`config.mk`:
```
export PLATFORM = sky130hd
export DESIGN_NAME = control_unit_mc
export DESIGN_NICKNAME = d
export VERILOG_FILES = /design/src/rtl/control_unit_mc.sv
export SDC_FILE = /design/constraint.sdc
export NUM_CORES = 1
export LEC_CHECK = 0
export BUFFER_PORTS_ARGS = -buffer_cell sky130_fd_sc_hd__buf_4
export CAP_MARGIN = 20
export CORE_MARGIN = 2
export CORE_UTILIZATION = 35
export DETAILED_ROUTE_END_ITERATION = 10
export GPL_TIMING_DRIVEN = 0
export HOLD_SLACK_MARGIN = 0.02
export PLACE_DENSITY_LB_ADDON = 0.25
export RECOVER_POWER = 50
export SYNTH_ARGS = -nofsm -noshare
export SYNTH_HDL_FRONTEND = slang
export SYNTH_SLANG_ARGS = --single-unit
```
`constraint.sdc`:
```
create_clock -name clk -period 1.95 [get_ports clk]
set_clock_uncertainty 0.05 [all_clocks]
set_input_delay 0.585 -clock clk [delete_from_list [all_inputs] [get_ports clk]]
set_output_delay 0.585 -clock clk [all_outputs]
set_load 0.01 [all_outputs]
```
`src/rtl/control_unit_mc.sv`:
```
// rtl/control_unit_mc.sv - multi-cycle control unit: FETCH/DECODE/EXECUTE/MEM/WB sequencing,
// NZCV flags, condition evaluation and data-memory handshake with optional timeout.
module control_unit_mc #(
  parameter int         COND_FULL   = 1,
  parameter logic [3:0] FLAGS_RST   = 4'b0000,
  parameter int         MEM_TIMEOUT = 0,
  parameter int         TO_W        = 8
) (
  input  logic       clk,
  input  logic       rst,
  input  logic       instrValid,
  input  logic [5:0] opcodes,
  input  logic [1:0] operation,
  input  logic [3:0] condicion,
  input  logic [3:0] aluFlags,
  input  logic       memReady,
  output logic       irWr,
  output logic       pcWr,
  output logic       selPC,
  output logic       regWe,
  output logic       selAddA,
  output logic       selAddB,
  output logic       selAddWr,
  output logic [3:0] opALU,
  output logic       cin,
  output logic [1:0] selDiWr,
  output logic       selOperaB,
  output logic       memReq,
  output logic       memWe,
  output logic       logicalOperation,
  output logic [3:0] flags,
  output logic       condPass,
  output logic       memErr
);

  typedef enum logic [2:0] {
    S_FETCH   = 3'd0,
    S_DECODE  = 3'd1,
    S_EXECUTE = 3'd2,
    S_MEM     = 3'd3,
    S_WB      = 3'd4
  } state_t;

  localparam logic [TO_W-1:0] TO_LAST = (MEM_TIMEOUT > 0) ? TO_W'(MEM_TIMEOUT - 1) : '0;

  state_t          r_state;
  state_t          w_next;
  logic [3:0]      r_flags;
  logic            r_cond_pass;
  logic            r_mem_err;
  logic [TO_W-1:0] r_to_cnt;

  logic       w_is_dp;
  logic       w_is_mem;
  logic       w_is_br;
  logic       w_is_undef;
  logic [3:0] w_cmd;
  logic       w_load;
  logic       w_up;
  logic       w_link;
  logic       w_compare;
  logic       w_logical;
  logic       w_flag_upd;
  logic       w_cond_full;
  logic       w_cond_ok;
  logic       w_timeout;
  logic       w_n;
  logic       w_z;
  logic       w_c;
  logic       w_v;

  assign w_is_dp    = (operation == 2'b00);
  assign w_is_mem   = (operation == 2'b01);
  assign w_is_br    = (operation == 2'b10);
  assign w_is_undef = (operation == 2'b11);
  assign w_cmd      = opcodes[4:1];
  assign w_load     = opcodes[0];
  assign w_up       = opcodes[3];
  assign w_link     = opcodes[4];
  assign w_compare  = (w_cmd[3:2] == 2'b10);
  assign w_flag_upd = opcodes[0] | w_compare;

  always_comb begin
    w_logical = 1'b0;
    case (w_cmd)
      4'b0000, 4'b0001, 4'b1000, 4'b1001,
      4'b1100, 4'b1101, 4'b1110, 4'b1111: w_logical = 1'b1;
      default:                            w_logical = 1'b0;
    endcase
  end

  assign {w_n, w_z, w_c, w_v} = r_flags;

  always_comb begin
    w_cond_full = 1'b0;
    case (condicion)
      4'b0000: w_cond_full = w_z;
      4'b0001: w_cond_full = !w_z;
      4'b0010: w_cond_full = w_c;
      4'b0011: w_cond_full = !w_c;
      4'b0100: w_cond_full = w_n;
      4'b0101: w_cond_full = !w_n;
      4'b0110: w_cond_full = w_v;
      4'b0111: w_cond_full = !w_v;
      4'b1000: w_cond_full = w_c & !w_z;
      4'b1001: w_cond_full = !w_c | w_z;
      4'b1010: w_cond_full = (w_n == w_v);
      4'b1011: w_cond_full = (w_n != w_v);
      4'b1100: w_cond_full = !w_z & (w_n == w_v);
      4'b1101: w_cond_full = w_z | (w_n != w_v);
      4'b1110: w_cond_full = 1'b1;
      default: w_cond_full = 1'b0;
    endcase
  end

  // Legacy mode: only branches are conditional, and only on EQ/NE.
  always_comb begin
    w_cond_ok = 1'b1;
    if (COND_FULL != 0) begin
      w_cond_ok = w_cond_full;
    end else if (w_is_br) begin
      w_cond_ok = (condicion == 4'b0000) ? w_z :
                  (condicion == 4'b0001) ? !w_z : 1'b0;
    end
  end

  assign w_timeout = (MEM_TIMEOUT > 0) && !memReady && (r_to_cnt == TO_LAST);

  always_ff @(posedge clk) begin
    if (rst) begin
      r_state <= S_FETCH;
    end else begin
      r_state <= w_next;
    end
  end

  always_ff @(posedge clk) begin
    if (rst) begin
      r_flags     <= FLAGS_RST;
      r_cond_pass <= 1'b0;
      r_mem_err   <= 1'b0;
      r_to_cnt    <= '0;
    end else begin
      if (r_state == S_DECODE) begin
        r_cond_pass <= w_cond_ok;
      end
      if ((r_state == S_EXECUTE) && w_is_dp && w_flag_upd) begin
        r_flags <= {aluFlags[3:2], w_logical ? r_flags[1:0] : aluFlags[1:0]};
      end
      if ((r_state == S_MEM) && !memReady && (MEM_TIMEOUT > 0)) begin
        if (w_timeout) begin
          r_mem_err <= 1'b1;
          r_to_cnt  <= '0;
        end else begin
          r_to_cnt <= r_to_cnt + TO_W'(1);
        end
      end else begin
        r_to_cnt <= '0;
      end
    end
  end

  always_comb begin
    w_next = S_FETCH;
    case (r_state)
      S_FETCH:   w_next = instrValid ? S_DECODE : S_FETCH;
      S_DECODE:  w_next = (!w_cond_ok || w_is_undef) ? S_FETCH : S_EXECUTE;
      S_EXECUTE: begin
        if (w_is_dp) begin
          w_next = w_compare ? S_FETCH : S_WB;
        end else if (w_is_mem) begin
          w_next = S_MEM;
        end else begin
          w_next = S_FETCH;
        end
      end
      S_MEM: begin
        if (memReady) begin
          w_next = w_load ? S_WB : S_FETCH;
        end else begin
          w_next = w_timeout ? S_FETCH : S_MEM;
        end
      end
      S_WB:      w_next = S_FETCH;
      default:   w_next = S_FETCH;
    endcase
  end

  always_comb begin
    irWr             = 1'b0;
    pcWr             = 1'b0;
    selPC            = 1'b0;
    regWe            = 1'b0;
    selAddA          = 1'b0;
    selAddB          = 1'b0;
    selAddWr         = 1'b0;
    opALU            = 4'b0000;
    cin              = 1'b0;
    selDiWr          = 2'b00;
    selOperaB        = 1'b0;
    memReq           = 1'b0;
    memWe            = 1'b0;
    logicalOperation = 1'b0;
    case (r_state)
      S_FETCH: begin
        if (instrValid) begin
          irWr = 1'b1;
          pcWr = 1'b1;
        end
      end
      S_EXECUTE: begin
        if (w_is_dp) begin
          opALU            = w_cmd;
          cin              = (w_cmd == 4'b0010);
          selOperaB        = opcodes[5];
          logicalOperation = w_logical;
        end else if (w_is_mem) begin
          selAddA = 1'b1;
          selAddB = 1'b1;
          opALU   = w_up ? 4'b0100 : 4'b0010;
        end else if (w_is_br) begin
          pcWr  = 1'b1;
          selPC = 1'b1;
          if (w_link) begin
            regWe    = 1'b1;
            selAddWr = 1'b1;
            selDiWr  = 2'b11;
          end
        end
      end
      S_MEM: begin
        selAddA = 1'b1;
        selAddB = 1'b1;
        opALU   = w_up ? 4'b0100 : 4'b0010;
        memReq  = 1'b1;
        memWe   = !w_load;
      end
      S_WB: begin
        regWe = 1'b1;
        if (w_is_mem) begin
          selDiWr = 2'b10;
        end else begin
          selDiWr          = (w_cmd == 4'b1101) ? 2'b01 : 2'b00;
          opALU            = w_cmd;
          cin              = (w_cmd == 4'b0010);
          selOperaB        = opcodes[5];
          logicalOperation = w_logical;
        end
      end
      default: begin
      end
    endcase
    // Reset aborts whatever is in flight without a final write.
    if (rst) begin
      irWr   = 1'b0;
      pcWr   = 1'b0;
      regWe  = 1'b0;
      memReq = 1'b0;
      memWe  = 1'b0;
    end
  end

  assign flags    = r_flags;
  assign condPass = r_cond_pass;
  assign memErr   = r_mem_err;

endmodule

```
# Word-level counts from Yosys, hierarchy flattened
# Memory sizes are Yosys's and may differ from the RTL's.
# Cells that the tools add are included.
# word_totals
ram_bits,0
register_bits,8
elab_cells,103
latch_bits,0
romBits,16
memories,1
# memory_table
name,depth,word_bits,read_ports,rd_ports_with_merged_regs,wr,line_no,rtl
(name not given),16,1,1,0,0,85,case (w_cmd)
# op_classes
n_bitwise,6
addsub,0
n_shift,0
magnitude_cmp,0
n_mul,0
reduce_logical,13
mux,53
div,0
eq_ne,26
# ops
cell,count
$eq 4x4->1 const B,8
$mux 1,28
$mux 3,6
$eq 4x3->1 const B,4
$pmux 1 s15,1
$mux 2,7
$eq 4x2->1 const B,3
$pmux 1 s2,6
$pmux 3 s4,1
$pmux 4 s3,1
$mux 4,2
$eq 2x2->1 const B,3
$eq 3x2->1 const B,2
$logic_not 1->1,6
$eq 4x1->1 const B,1
$logic_not 4->1,1
$pmux 2 s2,1
$eq 3x1->1 const B,1
$eq 3x3->1 const B,1
$logic_not 3->1,1
$or 1x1->1,3
$and 1x1->1,2
$eq 2x1->1 const B,1
$logic_and 1x1->1,2
other kinds (6),6

# Logic depth before layout (Yosys ltp)
# Gate-level depths: netlist of the first run.
# depth
word_depth,7
depth_mapped,6

# Worst setup path after synthesis of the first run
# OpenSTA, ideal clock, no wires.
# synth_timing
path_type,input to output
startpoint,in operation[0]
endpoint,out cin
t_arrival_ns,1.535
n_path_buf,0
required_time_ns,1.315
setup_slack_ns,-0.220
path_stages,5
cell_sequence,nor2b_1 nor2_1 a21oi_1 nor2_1 nor4b_1
# synth_between
elab_chain_len,3
elab_cells_between_ends,5
# synth_lines
element,line_no,rtl
"start, declared",13,"input logic [1:0] operation,"
$eq 2x1->1 or $logic_not 2->1 (tied branches),"73, 72",
$mux 1 (on tied branches),"240, 212",
$pmux 1 s2 (*),204,case (r_state)
"end, declared",25,"output logic cin,"
# Mark *: on every way between the ends. The rest lies on a longest branch, timed or not.

# Final worst setup path of the first run
# layout_timing
startpoint,in operation[1]
endpoint,out opALU[1]
# layout_between
elab_chain_len,4
elab_cells_between_ends,6
# layout_lines
element,line_no,rtl
$eq 2x1->1,73,assign w_is_mem = (operation == 2'b01);
$mux 3,217,end else if (w_is_mem) begin
$mux 4,212,if (w_is_dp) begin
$pmux 4 s3 (*),204,
"end, declared",24,"output logic [3:0] opALU,"
# Marks and branches as above.

==> results of run 1 <==
[power groups by stage]
stage	logic, mW	clock network [mW]	registers (mW)
after floorplan	0.0737	0	0.173
after global placement	0.134	0	0.173
after detailed placement	0.137	0	0.173
after CTS	0.151	0.131	0.169
after global routing	0.176	0.142	0.169
final	0.163	0.125	0.169
[cell usage after synthesis, types with 4 or more instances]
cell	instances
nor2_1	16
dfxtp_1	8
a21oi_1	7
nor2b_1	7
nand2_1	6
o21ai_0	6
mux2i_1	5
nand2b_1	5
nor3_1	5
inv_1	4
[timing repair]
| item | 4_1_cts | 5_1_grt |
|---|---|---|
| hold buffers | 0 | 0 |
| gates resized for setup | 19 | 13 |
| setup endpoints to repair | 17 | 17 |
| hold endpoints to repair | 0 | 0 |
| buffers inserted | 3 | 6 |
| pin swaps | 10 | 6 |
[worst max-delay path by stage]
stage	cells past startpoint	from	end	slack, ns
after floorplan	5	operation[0]	cin	-0.01
final	7	operation[1]	opALU[1]	-0.23
after CTS	7	operation[0]	cin	-0.22
after detailed placement	7	operation[0]	cin	-0.42
after global placement	7	operation[0]	cin	-0.37
after global routing	5	r_state[2]	pcWr	-0.31
[state kept, by name, summed over array words and instances, names as in the netlist]
name / cells
flags: 4
r_state: 3
condPass: 1
[worst max-delay path, cell delays in order]
cell and delay, ns:
buf_6 0.12, nor2b_4 0.17, nor2_4 0.06, a21oi_2 0.21, nor2_4 0.07, a22o_1 0.21, buf_6 0.12
[routing by layer]
metal	part of all wire [%]	up-vias	wire length (µm)	track usage (%)
met1	42	478	1130	23.0
met2	50	40	1330	33.5
met4	2.3	0	61	6.84
met5	0	-	0	0
li1	-	513	-	-
met3	6.1	6	163	2.54
[per-stage QoR]
step / worst slack (ns) / TNS [ns] / instance area [µm²]
after detailed placement: -0.422 / -2.49 / 1230
after CTS: -0.217 / -1.21 / 1350
final: -0.231 / -2.05 / 1430
after global routing: -0.308 / -3.01 / 1430
after global placement: -0.372 / -2.02 / 1230
after floorplan: -0.0116 / -0.0116 / 880
[cells by family after synthesis]
group | after synthesis | share of synthesized area (%)
buf+inv | 12 | 9.12
xor+xnor | 4 | 4.12
simple gates | 60 | 42.5
compound gates | 23 | 17.4
flops | 8 | 18.8
mux | 6 | 7.65
other cells | 1 | 0.441
[final cells by class]
type / instances / area share [%]
repair buffers: 51 / 27.3
clock buffers: 3 / 1.57
plain buffers: 7 / 4.72
inverters: 4 / 1.05
flip-flops and latches: 8 / 11.5
multi-input cells: 94 / 51.4
well taps: 28 / 2.45
==> metrics.txt, run 1 <==
Num CTS Buffers 3; Inst Count DP between 150 and 200; status complete, but fails checks; Final Hold Fails 0; mapped cell area between 800 and 900 µm²; die area 2840 µm²; routed vias about 1000; Tot GR Track Use between 10% and 20%; initial antenna violation count 0; violated checks negative setup slack; Synth Warn # 0; Max-slew headroom between 60% and 70%; fin worst setup slack -0.231 ns; Clock power frac between 20% and 30%; register area between 150 and 200 µm²; Logic pwr share between 30% and 40%; Highest Clock Rate between 400 and 500 MHz; vias in the first global route 918; Final Total Pwr roughly 0.46 mW; switching share of power a little under a third; Worst R2R Setup Slack roughly 0.18 ns; cells after synthesis about 110; Slew Limit Fails 0; ys flop type dfxtp_1; share of layout cells above drive strength 1 48.5%; Die Span Y around 53 µm; fin crit share 112%; Placer Congestion 0.778; Final nets 189; Core Util, Final a little under two thirds; first-pass GRT wire length between 4 and 5 mm; final std cells w/o fill slightly below 200; r2r endpoint flags[3]; worst-case reg-to-reg path depth 6; commonest non-fill, non-tap cell in the layout buf_4; library cells used by synthesis 44; CP startpoint kind input port; DRT Pass-1 Iters 5; Worst-path clk slew ~0.05 ns; Mapped Nets approximately 130; sequential group share of total power 37.0%; WHS 0.416 ns; dominant cells by area after synthesis dfxtp_1, nor2_1, mux2i_1, nor2b_1, a21oi_1; Area Growth Syn to Fin 68.2%; Hold Crit Start condPass; Multi-input gate area between 700 and 800 µm²; routed length per instance 13.8 µm; CTS Buffer Depth 2; Crit. End Element output pin; Initial DRC Count 10; leakage power 0.634 nW; Required @ worst endpoint around 1.3 ns; CTS sink cnt 8; R2R Path Start r_state[2]; CTS root buf clkbuf_4; EDFF count, synth 0; FP Rows 17; Setup CP Type in2out; CTS tree done; most frequent cells in the layout buf_4, nor2_1, buf_6; htree depth 1; # IOs 44; Arrival @ worst endpoint 1.55 ns; sequential-to-total area share from yosys stat between 10% and 20%; Worst VDD drop between 0.2 and 0.3 mV; top-area cell type share of the netlist area between 10% and 20%; Die X ~53 µm; Yosys top cell by area dfxtp_1; max cap viols 0; starting density of the core between 30% and 40%; Power Internal between 0.3 and 0.4 mW; PortBufs 42; Fill cells just under 200; Seq cells post-synth 8; hold path endpoint condPass; final WL about 2.7 mm; DPL Wire Length between 1.5 and 2 mm; core area roughly 2300 µm²; Clk Latency, worst-skew pair 0.25 ns; RSZ-0062 raised after global routing true; measured slew at the worst slew-check pin 0.486 ns; GR Overflow Total 0; drt drc 0; PwrDens roughly 320 nW/µm²; final setup fails 14; ys async rst share 0%; HP Class reg2reg; P_sw 0.138 mW; worst-path maximum fanout 6; largest net degree at the start of global routing 12; antenna viol nets, final 0; n_diodes 0; fin crit period 2.18 ns; Syn Area/Cell 7.46 µm²; Hold Crit Depth 2; vias per inst about 5.3
No activity file was read; power rests on OpenSTA's default activity.
==> run 2: changes to the inputs <==
--- a/config.mk
+++ b/config.mk
@@ -8,7 +8,8 @@
 export BUFFER_PORTS_ARGS = -buffer_cell sky130_fd_sc_hd__buf_4
 export CAP_MARGIN = 20
 export CORE_MARGIN = 2
-export CORE_UTILIZATION = 35
+export CORE_UTILIZATION = 42
+export CTS_BUF_LIST = sky130_fd_sc_hd__clkbuf_8
 export DETAILED_ROUTE_END_ITERATION = 10
 export GPL_TIMING_DRIVEN = 0
 export HOLD_SLACK_MARGIN = 0.02
==> metrics.txt, run 2 (synthesized netlist as in run 1, its figures left out) <==
Final Total Pwr 0.541 mW (was 0.457 mW); CP delay by family, top simple AND/OR/NAND/NOR gates (was compound AO/OA/AOI/OAI gates); Placer Congestion 0.862 (was 0.778); Final nets 189 (unchanged); # IOs 44 (unchanged); share of layout cells above drive strength 1 51.5% (was 48.5%); CTS tree done (unchanged); n_diodes 0 (unchanged); sequential group share of total power 31.4% (was 37.0%); Initial DRC Count 19 (was 10); Worst-path clk slew 0.04 ns (was 0.05 ns); PortBufs 42 (unchanged); Final Hold Fails 0 (unchanged); fin worst setup slack -0.204 ns (was -0.231 ns); htree depth 1 (unchanged); CTS sink cnt 8 (unchanged); worst slack, placed -0.402 ns (was -0.422 ns); commonest non-fill, non-tap cell in the layout buf_4 (unchanged); Arrival @ worst endpoint 1.52 ns (was 1.55 ns); FP Rows 16 (was 17); worst-case reg-to-reg path depth 5 (was 6); Clk Latency, worst-skew pair 0.23 ns (was 0.25 ns); Slew Limit Fails 0 (unchanged); largest net degree at the start of global routing 11 (was 12); CP startpoint kind input port (unchanged); Num CTS Buffers 3 (unchanged); violated checks negative setup slack (unchanged); register area 165 µm² (unchanged); Required @ worst endpoint 1.31 ns (about the same); PwrDens 363 nW/µm² (was 319 nW/µm²); die area 2400 µm² (was 2840 µm²); Die Span Y 49.0 µm (was 53.3 µm); leakage power 0.648 nW (was 0.634 nW); RSZ-0062 raised after global routing true (unchanged); routed length per instance 13.8 µm (about the same); Highest Clock Rate 464 MHz (was 459 MHz); Logic pwr share 31.7% (was 35.6%); core area 1940 µm² (was 2250 µm²); Post-CTS Hold Buffers 0 (unchanged); DPL Wire Length 1.81 mm (was 1.85 mm); Core Util, Final 76.7% (was 63.5%); P_sw 0.152 mW (was 0.138 mW); max cap viols 0 (unchanged); fin crit period 2.15 ns (was 2.18 ns); max reg flops 4 (unchanged); most frequent cells in the layout buf_4, nor2_1, buf_6 (unchanged); Clock power frac 37.0% (was 27.4%); status complete, but fails checks (unchanged); switching share of power 28.1% (was 30.1%); vias in the first global route 916 (was 918); HP Class reg2reg (unchanged); antenna viol nets, final 0 (unchanged); Die X 49.0 µm (was 53.3 µm); Hold Crit Depth 2 (unchanged); Crit. End Element output pin (unchanged); GR Overflow Total 0 (unchanged); initial antenna violation count 0 (unchanged); r2r endpoint condPass (was flags[3]); DRT Pass-1 Iters 4 (was 5); Tot GR Track Use 20.7% (was 19.0%); Area Growth Syn to Fin 75.1% (was 68.2%); CTS Buffer Depth 2 (unchanged); worst-path maximum fanout 5 (was 6); first-pass GRT wire length 4.02 mm (was 4.03 mm); starting density of the core 43.8% (was 37.7%); fin crit share 110% (was 112%); CP max stage cell nor4b_4 (was a21oi_2); Hold Crit Start condPass (unchanged); drt drc 0 (unchanged); hold path endpoint condPass (unchanged); TNS Setup -1.56 ns (was -2.05 ns); CTS root buf clkbuf_8 (was clkbuf_4); Worst R2R Setup Slack 0.20 ns (was 0.18 ns); routed vias 1051 (was 1037); Multi-input gate area 746 µm² (was 736 µm²); vias per inst 5.42 (was 5.32); R2R Path Start flags[2] (was r_state[2]); worst path bufs/invs 2 (unchanged); critical path cell sequence buf_8 -> nor2b_4 -> nor2_4 -> a21oi_4 -> nor2_4 -> nor4b_4 -> buf_4 (was buf_6 -> nor2b_4 -> nor2_4 -> a21oi_2 -> nor2_4 -> a22o_1 -> buf_6); Power Internal 0.389 mW (was 0.319 mW); Worst VDD drop 0.388 mV (was 0.283 mV); final std cells w/o fill 194 (was 195); Inst Count DP 183 (was 184); Fill cells 144 (was 198); critical path's largest stage delay 0.20 ns (was 0.21 ns); most used cell, CP nor2_4; Setup CP Type in2out (unchanged); final setup fails 12 (was 14); final WL 2.68 mm (about the same)
[run 2: changes by cell type in the layout (fill, tap and decap cells not counted), sizes merged]
cell and change:
buf +4, clkbuf -4
[run 2: timing repair]
item,CTS,global route
endpoints found under the hold margin,0,0
endpoints found under the setup margin,15,18
gates resized for setup,17,20
gates cloned,0,0
buffers inserted,4,7
pin swaps,9,9
[run 2: how the worst max path moves through the flow]
stage	cells past startpoint	end	from
after global routing	7	cin	operation[0]
after global placement	7	cin	operation[0]
after CTS	7	cin	operation[0]
after floorplan	5	cin	operation[0]
after detailed placement	7	cin	operation[0]
final	7	cin	operation[0]
[run 2: power by group through the flow]
stage / Combinational (mW) / Sequential, mW / Clock (mW)
2_1_floorplan: 0.0737 / 0.173 / 0
3_3_place_gp: 0.134 / 0.173 / 0
3_5_place_dp: 0.137 / 0.173 / 0
4_1_cts: 0.148 / 0.171 / 0.208
5_1_grt: 0.185 / 0.169 / 0.216
6_report: 0.171 / 0.170 / 0.200
[run 2: through the flow]
stage               cell area, µm²  hold slack [ns]
floorplan                      880            0.431
global placement              1230            0.398
detailed placement            1230            0.417
CTS                           1350            0.423
global route                  1490            0.431
finish                        1490            0.419
[run 2: per-layer routing]
layer / up-vias / wire length [µm] / GRT usage (%)
li1: 513 / - / -
met4: 0 / 57 / 9.52
met1: 479 / 1050 / 25.0
met5: - / 0 / 0
met2: 54 / 1380 / 36.3
met3: 5 / 196 / 2.76
[run 2: cell type report]
type | count | share of cell area [%]
tap | 27 | 2.27
multi-input combinational | 94 | 50.0
clock buffer | 3 | 2.77
buffer | 7 | 4.79
timing repair buffer | 51 | 28.0
sequential | 8 | 11.1
inverter | 4 | 1.01
[run 2: tightest hold or removal path, delay by kind of cell, from the launching register on]
kind / cells / cell delay [ns]
flip-flops: 1 / 0.30
AO/OA/AOI/OAI: 1 / 0.06
AND/OR/NAND/NOR: 1 / 0.06
==> run 3: changes to the inputs <==
--- a/config.mk
+++ b/config.mk
@@ -7,6 +7,7 @@
 export LEC_CHECK = 0
 export BUFFER_PORTS_ARGS = -buffer_cell sky130_fd_sc_hd__buf_4
 export CAP_MARGIN = 20
+export CORE_ASPECT_RATIO = 0.8
 export CORE_MARGIN = 2
 export CORE_UTILIZATION = 42
 export CTS_BUF_LIST = sky130_fd_sc_hd__clkbuf_8
==> metrics.txt, run 3 (synthesized netlist as in run 1, its figures left out) <==
Post-CTS Hold Buffers 0 (unchanged); Required @ worst endpoint 1.31 ns (about the same); commonest non-fill, non-tap cell in the layout buf_4 (unchanged); Worst VDD drop 0.362 mV (was 0.388 mV); vias per inst 5.70 (was 5.42); CTS sink cnt 8 (unchanged); CTS Buffer Depth 2 (unchanged); largest net degree at the start of global routing 12 (was 11); starting density of the core 45.0% (was 43.8%); drt drc 0 (unchanged); Arrival @ worst endpoint 1.62 ns (was 1.52 ns); leakage power 0.652 nW (was 0.648 nW); first-pass GRT wire length 4.13 mm (was 4.02 mm); Setup CP Type in2out (unchanged); status complete, but fails checks (unchanged); most frequent cells in the layout buf_4, nor2_1, buf_6 (unchanged); Die X 54.3 µm (was 49.0 µm); Crit. End Element output pin (unchanged); # IOs 44 (unchanged); Worst-path clk slew 0.05 ns (was 0.04 ns); initial antenna violation count 0 (unchanged); RSZ-0062 raised after global routing true (unchanged); HP Class reg2reg (unchanged); Area Growth Syn to Fin 72.6% (was 75.1%); fin crit share 116% (was 110%); gr busiest metal met2 (unchanged); Die Span Y 44.3 µm (was 49.0 µm); Clk Latency, worst-skew pair 0.24 ns (was 0.23 ns); met1 Usage GRT 31.8% (was 25.0%); CP startpoint kind input port (unchanged); vias in the first global route 895 (was 916); violated checks negative setup slack (unchanged); GR Overflow Total 0 (unchanged); Placer Congestion 0.823 (was 0.862); worst-path maximum fanout 6 (was 5); fin crit period 2.25 ns (was 2.15 ns); Final Hold Fails 0 (unchanged); die area 2400 µm² (about the same); DRT Pass-1 Iters 4 (unchanged); WHS 0.413 ns (was 0.419 ns); Final nets 189 (unchanged); antenna viol nets, final 0 (unchanged); n_diodes 0 (unchanged); met3 Use GR 7.09% (was 2.76%); routing usage on met2 37.1% (was 36.3%); Num CTS Buffers 3 (unchanged); Highest Clock Rate 444 MHz (was 464 MHz); CTS tree done (unchanged); post-route cell area 1470 µm² (was 1490 µm²); PortBufs 42 (unchanged); PwrDens 372 nW/µm² (was 363 nW/µm²); routed length per instance 15.5 µm (was 13.8 µm); routed vias 1089 (was 1051); max reg flops 4 (unchanged); DPL Wire Length 1.91 mm (was 1.81 mm); CTS root buf clkbuf_8 (unchanged); max cap viols 0 (unchanged); Tot GR Track Use 23.5% (was 20.7%); final setup fails 14 (was 12); Initial DRC Count 29 (was 19); Core Util, Final 77.6% (was 76.7%); share of layout cells above drive strength 1 52.1% (was 51.5%); fin worst setup slack -0.303 ns (was -0.204 ns); core area 1890 µm² (was 1940 µm²); Slew Limit Fails 0 (unchanged); htree depth 1 (unchanged); Post-DP Area 1220 µm² (was 1230 µm²); FP Rows 14 (was 16); final WL 2.95 mm (was 2.68 mm)
run 3: power by group:
part	internal, mW	leakage, nW	switching [mW]
registers	0.167	0.0661	0.00309
clock network	0.134	0.0216	0.0727
logic	0.0858	0.565	0.0842
total	0.387	0.652	0.160
run 3: final cells by class:
type / count / area, µm²
multi-input combinational: 94 / 741
clock buffer: 3 / 41.3
inverter: 4 / 15.0
fill: 128 / 423
sequential: 8 / 165
buffer: 7 / 71.3
timing repair buffer: 51 / 405
tap: 24 / 30.0
run 3: what timing repair did:
action / in CTS / in global routing
endpoints found under the hold margin: 0 / 0
buffers inserted: 5 / 4
resized for setup: 20 / 14
pin swaps: 8 / 7
setup endpoints to repair: 16 / 16
run 3: final timing paths:
path                     start  endpoint  slack (ns)  cells past startpoint
setup / recovery  operation[1]  opALU[1]       -0.30                      7
hold / removal        condPass  condPass        0.41                      2
setup reg to reg      flags[2]  condPass        0.19                      5
hold reg to reg       condPass  condPass        0.41                      2
run 3: stage by stage:
step           std cells  setup TNS [ns]  power [mW]  worst slack, ns
2_1_floorplan        114         -0.0116       0.247          -0.0116
3_3_place_gp         180           -2.13       0.307           -0.381
3_5_place_dp         180           -2.50       0.311           -0.411
4_1_cts              187           -1.43       0.531           -0.218
5_1_grt              191           -3.20       0.569           -0.374
6_report             191           -2.50       0.547           -0.303
run 3: layer usage:
| metal | up-vias | share of wire [%] |
|---|---|---|
| met5 | - | 0 |
| met4 | 0 | 1.4 |
| met3 | 6 | 7.9 |
| met2 | 53 | 49 |
| met1 | 522 | 42 |
| li1 | 508 | - |
run 3: worst max-delay path, stage by stage:
cell and delay [ns]:
buf_6 0.12, nor2b_4 0.18, buf_4 0.15, nor2_1 0.05
nor2_1 0.22, a22o_1 0.20, buf_6 0.10
